<file path="src/rtl/apb_pkg.sv">
// Shared definitions for the APB-to-memory bridge.
//   apb_bridge_state_t : bridge FSM state encoding
//   in_range()         : address window test, base <= addr < base+depth
package apb_pkg;

    typedef enum logic [1:0] {
        IDLE = 2'd0,
        REQ  = 2'd1,
        DONE = 2'd2,
        ERR  = 2'd3
    } apb_bridge_state_t;

    // Subtracting before comparing avoids overflow of base+depth at the top
    // of the address space.
    function automatic logic in_range(input logic [63:0] addr,
                                      input logic [63:0] base,
                                      input logic [63:0] depth);
        logic hit_s;
        if (addr >= base) begin
            hit_s = ((addr - base) < depth);
        end else begin
            hit_s = 1'b0;
        end
        return hit_s;
    endfunction

endpackage

</file>
<file path="src/rtl/apb_wait_timer.sv">
// Wait-state timer for the memory handshake.
//   clk, rst_n : clock, asynchronous active-low reset
//   clear_i    : force the count to zero
//   enable_i   : advance the count by one (saturating, never wraps)
//   expire_o   : count has reached TIMEOUT-1; never asserted when TIMEOUT==0
module apb_wait_timer #(
    parameter int unsigned TIMEOUT = 16
) (
    input  logic clk,
    input  logic rst_n,
    input  logic clear_i,
    input  logic enable_i,
    output logic expire_o
);

    localparam int unsigned CNT_W = (TIMEOUT == 0) ? 1 : $clog2(TIMEOUT + 1);
    localparam logic [CNT_W-1:0] LAST = CNT_W'((TIMEOUT == 0) ? 0 : (TIMEOUT - 1));
    localparam logic [CNT_W-1:0] MAX  = {CNT_W{1'b1}};

    logic [CNT_W-1:0] count_q, count_d;

    // Next count: clear wins, otherwise count up and hold at the maximum.
    always_comb begin
        count_d = count_q;
        if (clear_i) begin
            count_d = {CNT_W{1'b0}};
        end else if (enable_i && (count_q != MAX)) begin
            count_d = count_q + CNT_W'(1'b1);
        end else begin
            count_d = count_q;
        end
    end

    // Count register.
    always_ff @(posedge clk or negedge rst_n) begin
        if (!rst_n) begin
            count_q <= {CNT_W{1'b0}};
        end else begin
            count_q <= count_d;
        end
    end

    assign expire_o = (TIMEOUT != 0) && (count_q == LAST);

endmodule

</file>
<file path="src/rtl/apb_mem_bridge.sv">
// APB slave bridging transfers onto a simple memory port.
//   APB side   : psel/penable/pwrite/paddr/pwdata/pstrb in, pready/prdata/pslverr out
//   Memory side: mem_ce/mem_rden/mem_wren/mem_addr/mem_wdata/mem_wstrb out,
//                mem_rdata/mem_ready in
// Addresses outside [BASE_ADDR, BASE_ADDR+MEM_DEPTH) answer with PSLVERR and
// never touch the memory. A memory that does not answer within TIMEOUT
// cycles also ends in PSLVERR (TIMEOUT==0 waits forever).
module apb_mem_bridge
    import apb_pkg::*;
#(
    parameter int unsigned ADDR_W    = 8,
    parameter int unsigned DATA_W    = 8,
    parameter int unsigned BASE_ADDR = 0,
    parameter int unsigned MEM_DEPTH = 256,
    parameter int unsigned TIMEOUT   = 16
) (
    input  logic                clk,
    input  logic                rst_n,
    input  logic                psel,
    input  logic                penable,
    input  logic                pwrite,
    input  logic [ADDR_W-1:0]   paddr,
    input  logic [DATA_W-1:0]   pwdata,
    input  logic [DATA_W/8-1:0] pstrb,
    output logic                pready,
    output logic [DATA_W-1:0]   prdata,
    output logic                pslverr,
    output logic                mem_ce,
    output logic                mem_rden,
    output logic                mem_wren,
    output logic [ADDR_W-1:0]   mem_addr,
    output logic [DATA_W-1:0]   mem_wdata,
    output logic [DATA_W/8-1:0] mem_wstrb,
    input  logic [DATA_W-1:0]   mem_rdata,
    input  logic                mem_ready
);

    localparam int unsigned     STRB_W = DATA_W / 8;
    localparam logic [ADDR_W-1:0] BASE_A = ADDR_W'(BASE_ADDR);

    apb_bridge_state_t state_q, state_d;
    logic              write_q, write_d;
    logic [ADDR_W-1:0] addr_q, addr_d;
    logic [DATA_W-1:0] wdata_q, wdata_d;
    logic [STRB_W-1:0] strb_q, strb_d;
    logic [DATA_W-1:0] prdata_q, prdata_d;

    logic setup_s, hit_s, req_s;
    logic tmr_clear_s, tmr_en_s, tmr_expire_s;

    assign setup_s = psel & ~penable;
    assign hit_s   = in_range(64'(paddr), 64'(BASE_ADDR), 64'(MEM_DEPTH));
    assign req_s   = (state_q == REQ);

    apb_wait_timer #(
        .TIMEOUT (TIMEOUT)
    ) u_timer (
        .clk      (clk),
        .rst_n    (rst_n),
        .clear_i  (tmr_clear_s),
        .enable_i (tmr_en_s),
        .expire_o (tmr_expire_s)
    );

    // Transfer FSM and request latching.
    always_comb begin
        state_d     = state_q;
        write_d     = write_q;
        addr_d      = addr_q;
        wdata_d     = wdata_q;
        strb_d      = strb_q;
        prdata_d    = prdata_q;
        tmr_clear_s = 1'b0;
        tmr_en_s    = 1'b0;
        case (state_q)
            IDLE: begin
                prdata_d = {DATA_W{1'b0}};
                if (setup_s) begin
                    write_d     = pwrite;
                    addr_d      = paddr - BASE_A;
                    wdata_d     = pwdata;
                    strb_d      = pstrb;
                    tmr_clear_s = 1'b1;
                    if (hit_s) begin
                        state_d = REQ;
                    end else begin
                        state_d = ERR;
                    end
                end else begin
                    state_d = IDLE;
                end
            end
            REQ: begin
                // A dropped psel is a master abort: leave silently.
                if (!psel) begin
                    prdata_d = {DATA_W{1'b0}};
                    state_d  = IDLE;
                end else if (mem_ready) begin
                    prdata_d = write_q ? {DATA_W{1'b0}} : mem_rdata;
                    state_d  = DONE;
                end else if (tmr_expire_s) begin
                    prdata_d = {DATA_W{1'b0}};
                    state_d  = ERR;
                end else begin
                    tmr_en_s = 1'b1;
                end
            end
            DONE: begin
                // prdata is only valid for the single pready cycle.
                prdata_d = {DATA_W{1'b0}};
                state_d  = IDLE;
            end
            ERR: begin
                prdata_d = {DATA_W{1'b0}};
                state_d  = IDLE;
            end
            default: begin
                prdata_d = {DATA_W{1'b0}};
                state_d  = IDLE;
            end
        endcase
    end

    // State and latched request registers.
    always_ff @(posedge clk or negedge rst_n) begin
        if (!rst_n) begin
            state_q  <= IDLE;
            write_q  <= 1'b0;
            addr_q   <= {ADDR_W{1'b0}};
            wdata_q  <= {DATA_W{1'b0}};
            strb_q   <= {STRB_W{1'b0}};
            prdata_q <= {DATA_W{1'b0}};
        end else begin
            state_q  <= state_d;
            write_q  <= write_d;
            addr_q   <= addr_d;
            wdata_q  <= wdata_d;
            strb_q   <= strb_d;
            prdata_q <= prdata_d;
        end
    end

    // Memory port is quiet outside REQ so reset or abort silences it at once.
    assign mem_ce    = req_s;
    assign mem_wren  = req_s & write_q;
    assign mem_rden  = req_s & ~write_q;
    assign mem_addr  = req_s ? addr_q  : {ADDR_W{1'b0}};
    assign mem_wdata = req_s ? wdata_q : {DATA_W{1'b0}};
    assign mem_wstrb = req_s ? (write_q ? strb_q : {STRB_W{1'b1}}) : {STRB_W{1'b0}};

    assign pready  = (state_q == DONE) || (state_q == ERR);
    assign pslverr = (state_q == ERR);
    assign prdata  = prdata_q;

endmodule

</file>
<file path="config.mk">
export PLATFORM = sky130hd
export DESIGN_NAME = apb_mem_bridge
export DESIGN_NICKNAME = d
export VERILOG_FILES = /design/src/rtl/apb_pkg.sv /design/src/rtl/apb_wait_timer.sv /design/src/rtl/apb_mem_bridge.sv
export SDC_FILE = /design/constraint.sdc
export NUM_CORES = 1
export LEC_CHECK = 0
export CAP_MARGIN = 0
export CORE_UTILIZATION = 40
export CTS_CLUSTER_SIZE = 14
export DETAILED_ROUTE_END_ITERATION = 6
export GPL_TIMING_DRIVEN = 0
export PLACE_DENSITY = 0.79
export SLEW_MARGIN = 20
export SYNTH_ARGS = -nofsm -noshare
export SYNTH_HDL_FRONTEND = slang
export SYNTH_SLANG_ARGS = --single-unit
</file>
<file path="constraint.sdc">
create_clock -name clk -period 2.4 [get_ports clk]
set_clock_uncertainty 0.15 [all_clocks]
set_input_delay 0.36 -clock clk [delete_from_list [all_inputs] [get_ports clk]]
set_output_delay 0.36 -clock clk [all_outputs]
set_load 0.01 [all_outputs]
</file>
## After elaboration in Yosys (flattened, before gate mapping)

Cells that the tools add are included.

- Word-level logic and storage cells: 50
- Flip-flop bits (word level): 33
- Output and inout bits: 30
- Input port bits: 31

- Reduce and logical (&&, ||, !) cells: 7
- Bitwise gates (word level): 5
- Magnitude comparators: 1
- Eq/ne operators: 6
- Add/subtract/negate cells: 1
- Multiplexer cells: 23

Operators with widths:

| operator | number |
|---|---|
| two-way mux 8 bit | 6 |
| one-hot mux 8 bit (2 select lines) | 1 |
| two-way mux 2 bit | 5 |
| two-way mux 5 bit | 2 |
| less-than comparator 8 x 9 -> 1 bit (second input constant) | 1 |
| two-way mux 1 bit | 8 |
| one-hot mux 2 bit (3 select lines) | 1 |
| adder 5 x 1 -> 5 bit (second input constant) | 1 |
| == test 5 x 4 -> 1 bit (second input constant) | 1 |
| != test 5 bit (second input constant) | 1 |
| == test 2 bit (second input constant) | 2 |
| != test 4 x 3 -> 1 bit (second input constant) | 1 |
| bitwise AND 1 bit | 3 |
| OR reduction 3 bit | 1 |
| == test 2 x 1 -> 1 bit (second input constant) | 1 |
| logical NOT 2 bit | 1 |
| NOT 1 bit | 2 |
| AND reduction 2 bit | 1 |
| nonzero test 2 bit | 1 |
| OR reduction 2 bit | 1 |
| logical AND 1 bit | 1 |
| logical OR 1 bit | 1 |

## Logic depth before layout (Yosys ltp)

- Word-level depth: 8
- Depth in mapped cells: 6
- Gate-level depth less buffers: 6

## Cells and area by module

Synthesis repeated with hierarchy kept, for this count alone.

- Cells, all modules: 131
- Area, all modules: 1585.3 um2

Modules (own cells, without submodules):

| module | area each (um2) | sequential area each (um2) | instances | cells each |
|---|---|---|---|---|
| apb_mem_bridge | 1312.5 | 700.7 | 1 | 107 |
| apb_wait_timer | 272.8 | 125.1 | 1 | 24 |

## Least setup slack after synthesis

Ideal clock, no wire load.

- Kind: register to register
- Start point: reg u_timer.count_q[0]
- End point: reg u_timer.count_q[0]
- Data required time: 2.120 ns
- Cell stages (with the launch flop): 7
- Library setup time: 0.130 ns
- Setup slack: 0.501 ns
- Period minus slack after synthesis: 1.899 ns
- Data arrival time: 1.619 ns
- Cells stage by stage: dfrtp_1 ha_1 and3_1 ha_1 or3_1 o211ai_1 o21ai_0

- Word-level cells in the longest chain between the ends: 7
- Elaborated cells between the ends (all ways): 11
- Those cells by class: 1 x add/sub; 2 x eq/ne; 6 x mux; 2 x reduce/logical

Ends and longest elaborated chain:

| element | line | source |
|---|---|---|
| start: declaration | apb_wait_timer.sv:20 | `logic [CNT_W-1:0] count_q, count_d;` |
| start signal: assignment | apb_wait_timer.sv:37 | `count_q <= {CNT_W{1'b0}};` |
| start signal: assignment | apb_wait_timer.sv:39 | `count_q <= count_d;` |
| == test 5 x 4 -> 1 bit | apb_wait_timer.sv:43 | `assign expire_o = (TIMEOUT != 0) && (count_q == LAST);` |
| two-way mux 1 bit | apb_mem_bridge.sv:101 | `end else if (tmr_expire_s) begin` |
| two-way mux 1 bit | apb_mem_bridge.sv:98 | `end else if (mem_ready) begin` |
| two-way mux 1 bit | apb_mem_bridge.sv:95 | `if (!psel) begin` |
| two-way mux 1 bit | apb_mem_bridge.sv:75 | `case (state_q)` |
| logical AND 1 bit | apb_wait_timer.sv:27 | `end else if (enable_i && (count_q != MAX)) begin` |
| nonzero test 2 bit (no source line) | -- |  |

Parallel ways exist; a longest one is shown, timed or not. The select of a mux whose other input is x is not followed.
A chain may end at the register's enable or synchronous reset.

## Worst setup path in the final report

- Start point: reg state_q[0]
- End point: out mem_wdata[4]

- Word-level cells in the longest chain between the ends: 2

Ends and longest elaborated chain:

| element | line | source |
|---|---|---|
| start: declaration | apb_mem_bridge.sv:41 | `apb_bridge_state_t state_q, state_d;` |
| start signal: assignment | apb_mem_bridge.sv:134 | `state_q <= state_d;` |
| == test 2 x 1 -> 1 bit | apb_mem_bridge.sv:53 | `assign req_s = (state_q == REQ);` |
| two-way mux 8 bit | apb_mem_bridge.sv:148 | `assign mem_wdata = req_s ? wdata_q : {DATA_W{1'b0}};` |
| end: declaration | apb_mem_bridge.sv:32 | `output logic [DATA_W-1:0] mem_wdata,` |

Every way passes these cells.

==> run summary <==
Outcome -> finished clean
Max Root-Sink Buffers -> 2
Fmax -> 0.433 GHz
Tot Pwr -> 1.47 mW
Syn Std Cell Area -> 1500 µm²
DR iter-0 viols -> 47
Distinct cells, synth -> 30
Average wire per standard cell -> 12.1 µm
Number of synthesized flops with an enable pin -> 0
Worst setup EP type -> primary output
CORE AREA -> 3470 µm²
Worst Path Required -> 1.89 ns
Final #Nets -> 255
Clock edge transition at the registers on the reported setup and hold paths -> 0.07 ns
I/O pin count -> 61
Number of diodes -> 0
Worst VDD drop -> 0.000486 V
Slew margin rel. -> 53.0%
Total Routed Length -> 3250 µm
Placed Instance Area -> 2150 µm²
Xor/xnor share of the synthesized area -> 0.584%
Critical path launch point type -> flop
Initial antenna violation count -> 0
Fin. Hold Viols -> 0
Via Count -> 1293
Rows -> 21
Max-cap violations -> 0
Die ar. -> 4000 µm²
First-pass GRT wire length -> 5700 µm
Most frequent cells in the layout -> 58 x clkdlybuf4s50_1, 52 x nand2_1, 32 x dfrtp_1
Avg Inst Size Synth -> 9.80 µm²
Worst reg2reg setup slack -> 0.32 ns
Sequential-to-total area share from yosys stat -> 55.1%
Hold Crit Class -> flop to flop
Antenna Nets Post-Route -> 0
Starting Density -> 43.2%
Min Hold Slack -> 0.316 ns
# setup viols final -> 0
Power Dens Cells -> 640 nW/µm²
Setup Total Neg Slack -> 0 ns
Slew Limit Fails -> 0
Die H -> 63.2 µm
Area grow syn2layout -> 52.8%
Vias in the first global route -> 1211
Pre-CTS setup slack -> 0.0966 ns
Root Driver -> clkbuf_8
Simple logic cell fraction of the synthesized area -> 28.0%
Synth Register Bits -> 33
Slew @ Worst Pin -> 0.706 ns
Final Worst Setup Slack -> 0.0911 ns
Top_reg_cell synth -> dfrtp_1
Layout cells sized above 1 -> 9.01%
Crit share post-route -> 96.2%
Final min period -> 2.31 ns
Die X -> 63.2 µm
Complex-gate fraction of the synthesized area -> 10.4%
Syn_nets -> 187
Unrepaired setup endpoints after global routing -> no
Crit path DAT -> 1.80 ns
Lkg Pwr -> 1.07 nW
Drt drc -> 0
Post-synthesis adder-cell area fraction -> 2.50%
Mux cell area share after synthesis -> 0%
Syn. warnings -> 0
Syn Inst Count -> 153
Worst skew pair latency -> 0.28 ns
Tot GR Track Use -> 18.8%
Final instance area -> 2290 µm²
Commonest non-fill, non-tap cell in the layout -> clkdlybuf4s50_1
WS Path Type -> flop to primary output
Cts bufs inserted -> 5
Async set-reset flop share out of synthesis -> 100%
Pin count of the biggest net entering global routing -> 34
Number of detailed-route iterations in the first pass -> 4
Largest family of logic cells by synthesized area -> simple AND/OR/NAND/NOR gates
H-Tree Level Count -> 2
GRT overflow -> 0
TritonCTS clock tree -> yes
CP max FO -> 10
Port bufs -> 60
Vias per cell -> 4.82
Total clock sinks -> 33
DP Wirelength -> 2280 µm
Final RePlAce weighted congestion -> 0.762
## worst max-delay path, cell delays in order (launching register included)
cell and delay (ns):
dfrtp_1 0.41, nor2b_4 0.20, buf_2 0.21, and2_1 0.15, clkdlybuf4s50_1 0.54
## through the flow
stage	std cells	util (%)
global placement	259	62.2
finish	268	66.1
CTS	268	65.9
detailed placement	259	62.0
global route	268	66.1
floorplan	153	-
## logic make-up after synthesis
logic type	Yosys count
AND/OR/NAND/NOR	85
XOR/XNOR	1
buffers and inverters	10
flip-flops	33
AO/OA/AOI/OAI	21
adder cells (fa/ha/maj)	3
## power breakdown
group / internal, mW / switching, mW / leakage [nW]
Combinational: 0.152 / 0.122 / 0.585
Sequential: 0.628 / 0.0401 / 0.429
Clock: 0.338 / 0.185 / 0.0585
Total: 1.12 / 0.347 / 1.07
## routing by layer
layer  vias to the layer above  track usage [%]  part of all wire (%)
met4                         0             7.67                   1.8
met3                         6             5.62                   7.3
li1                        639                -                     -
met2                        48             29.8                    46
met5                         -                0                     0
met1                       600             23.9                    45
## state kept, by name (all words and copies together) (netlist names)
| name | flops |
|---|---|
| write_q | 1 |
| u_timer.count_q | 5 |
| wdata_q | 8 |
| state_q | 2 |
| addr_q | 8 |
| strb_q | 1 |
| prdata | 8 |
## cell usage after synthesis (2+ instances only)
cell type  instances  share of area [%]
a22o_1             8                4.7
and2_1            18                7.5
buf_2              2               0.67
clkbuf_1           3               0.75
dfrtp_1           33                 55
ha_1               3                2.5
inv_1              3               0.75
nand2_1           52                 13
nand2b_1           2               0.83
nand3_1            2               0.67
nor2b_1            2               0.83
o211ai_1           3                1.5
o21ai_0            5                1.7
## repair_timing
action | 4_1_cts | 5_1_grt
pin swaps | 0 | 0
endpoints found under the setup margin | 20 | 18
hold endpoints to repair | 33 | 0
setup buffers | 0 | 0
hold buffers | 1 | 0
resized for setup | 5 | 3
cloned | 0 | 0
## path summary, 6_finish.rpt
check                                               start                             end  cells past startpoint
setup / recovery                   state_q[0]$_DFFE_PN0P_                    mem_wdata[4]                      4
hold / removal                      addr_q[1]$_DFFE_PN0P_           addr_q[1]$_DFFE_PN0P_                      2
setup reg to reg           u_timer.count_q[0]$_DFFE_PN0P_  u_timer.count_q[4]$_DFFE_PN0P_                      6
hold reg to reg                     addr_q[1]$_DFFE_PN0P_           addr_q[1]$_DFFE_PN0P_                      2
max in group asynchronous                           rst_n          state_q[1]$_DFFE_PN0P_                      2
min in group asynchronous                           rst_n           addr_q[2]$_DFFE_PN0P_                      2
## cell type report
type	instances	area (µm²)
inverters	3	11.3
flip-flops and latches	33	827
fillers	295	1180
well taps	46	57.6
clock buffers	7	86.3
clock inverters	1	30.0
repair buffers	61	604
multi-input cells	110	629
plain buffers	7	45.0
No activity file was read; power rests on OpenSTA's default activity.
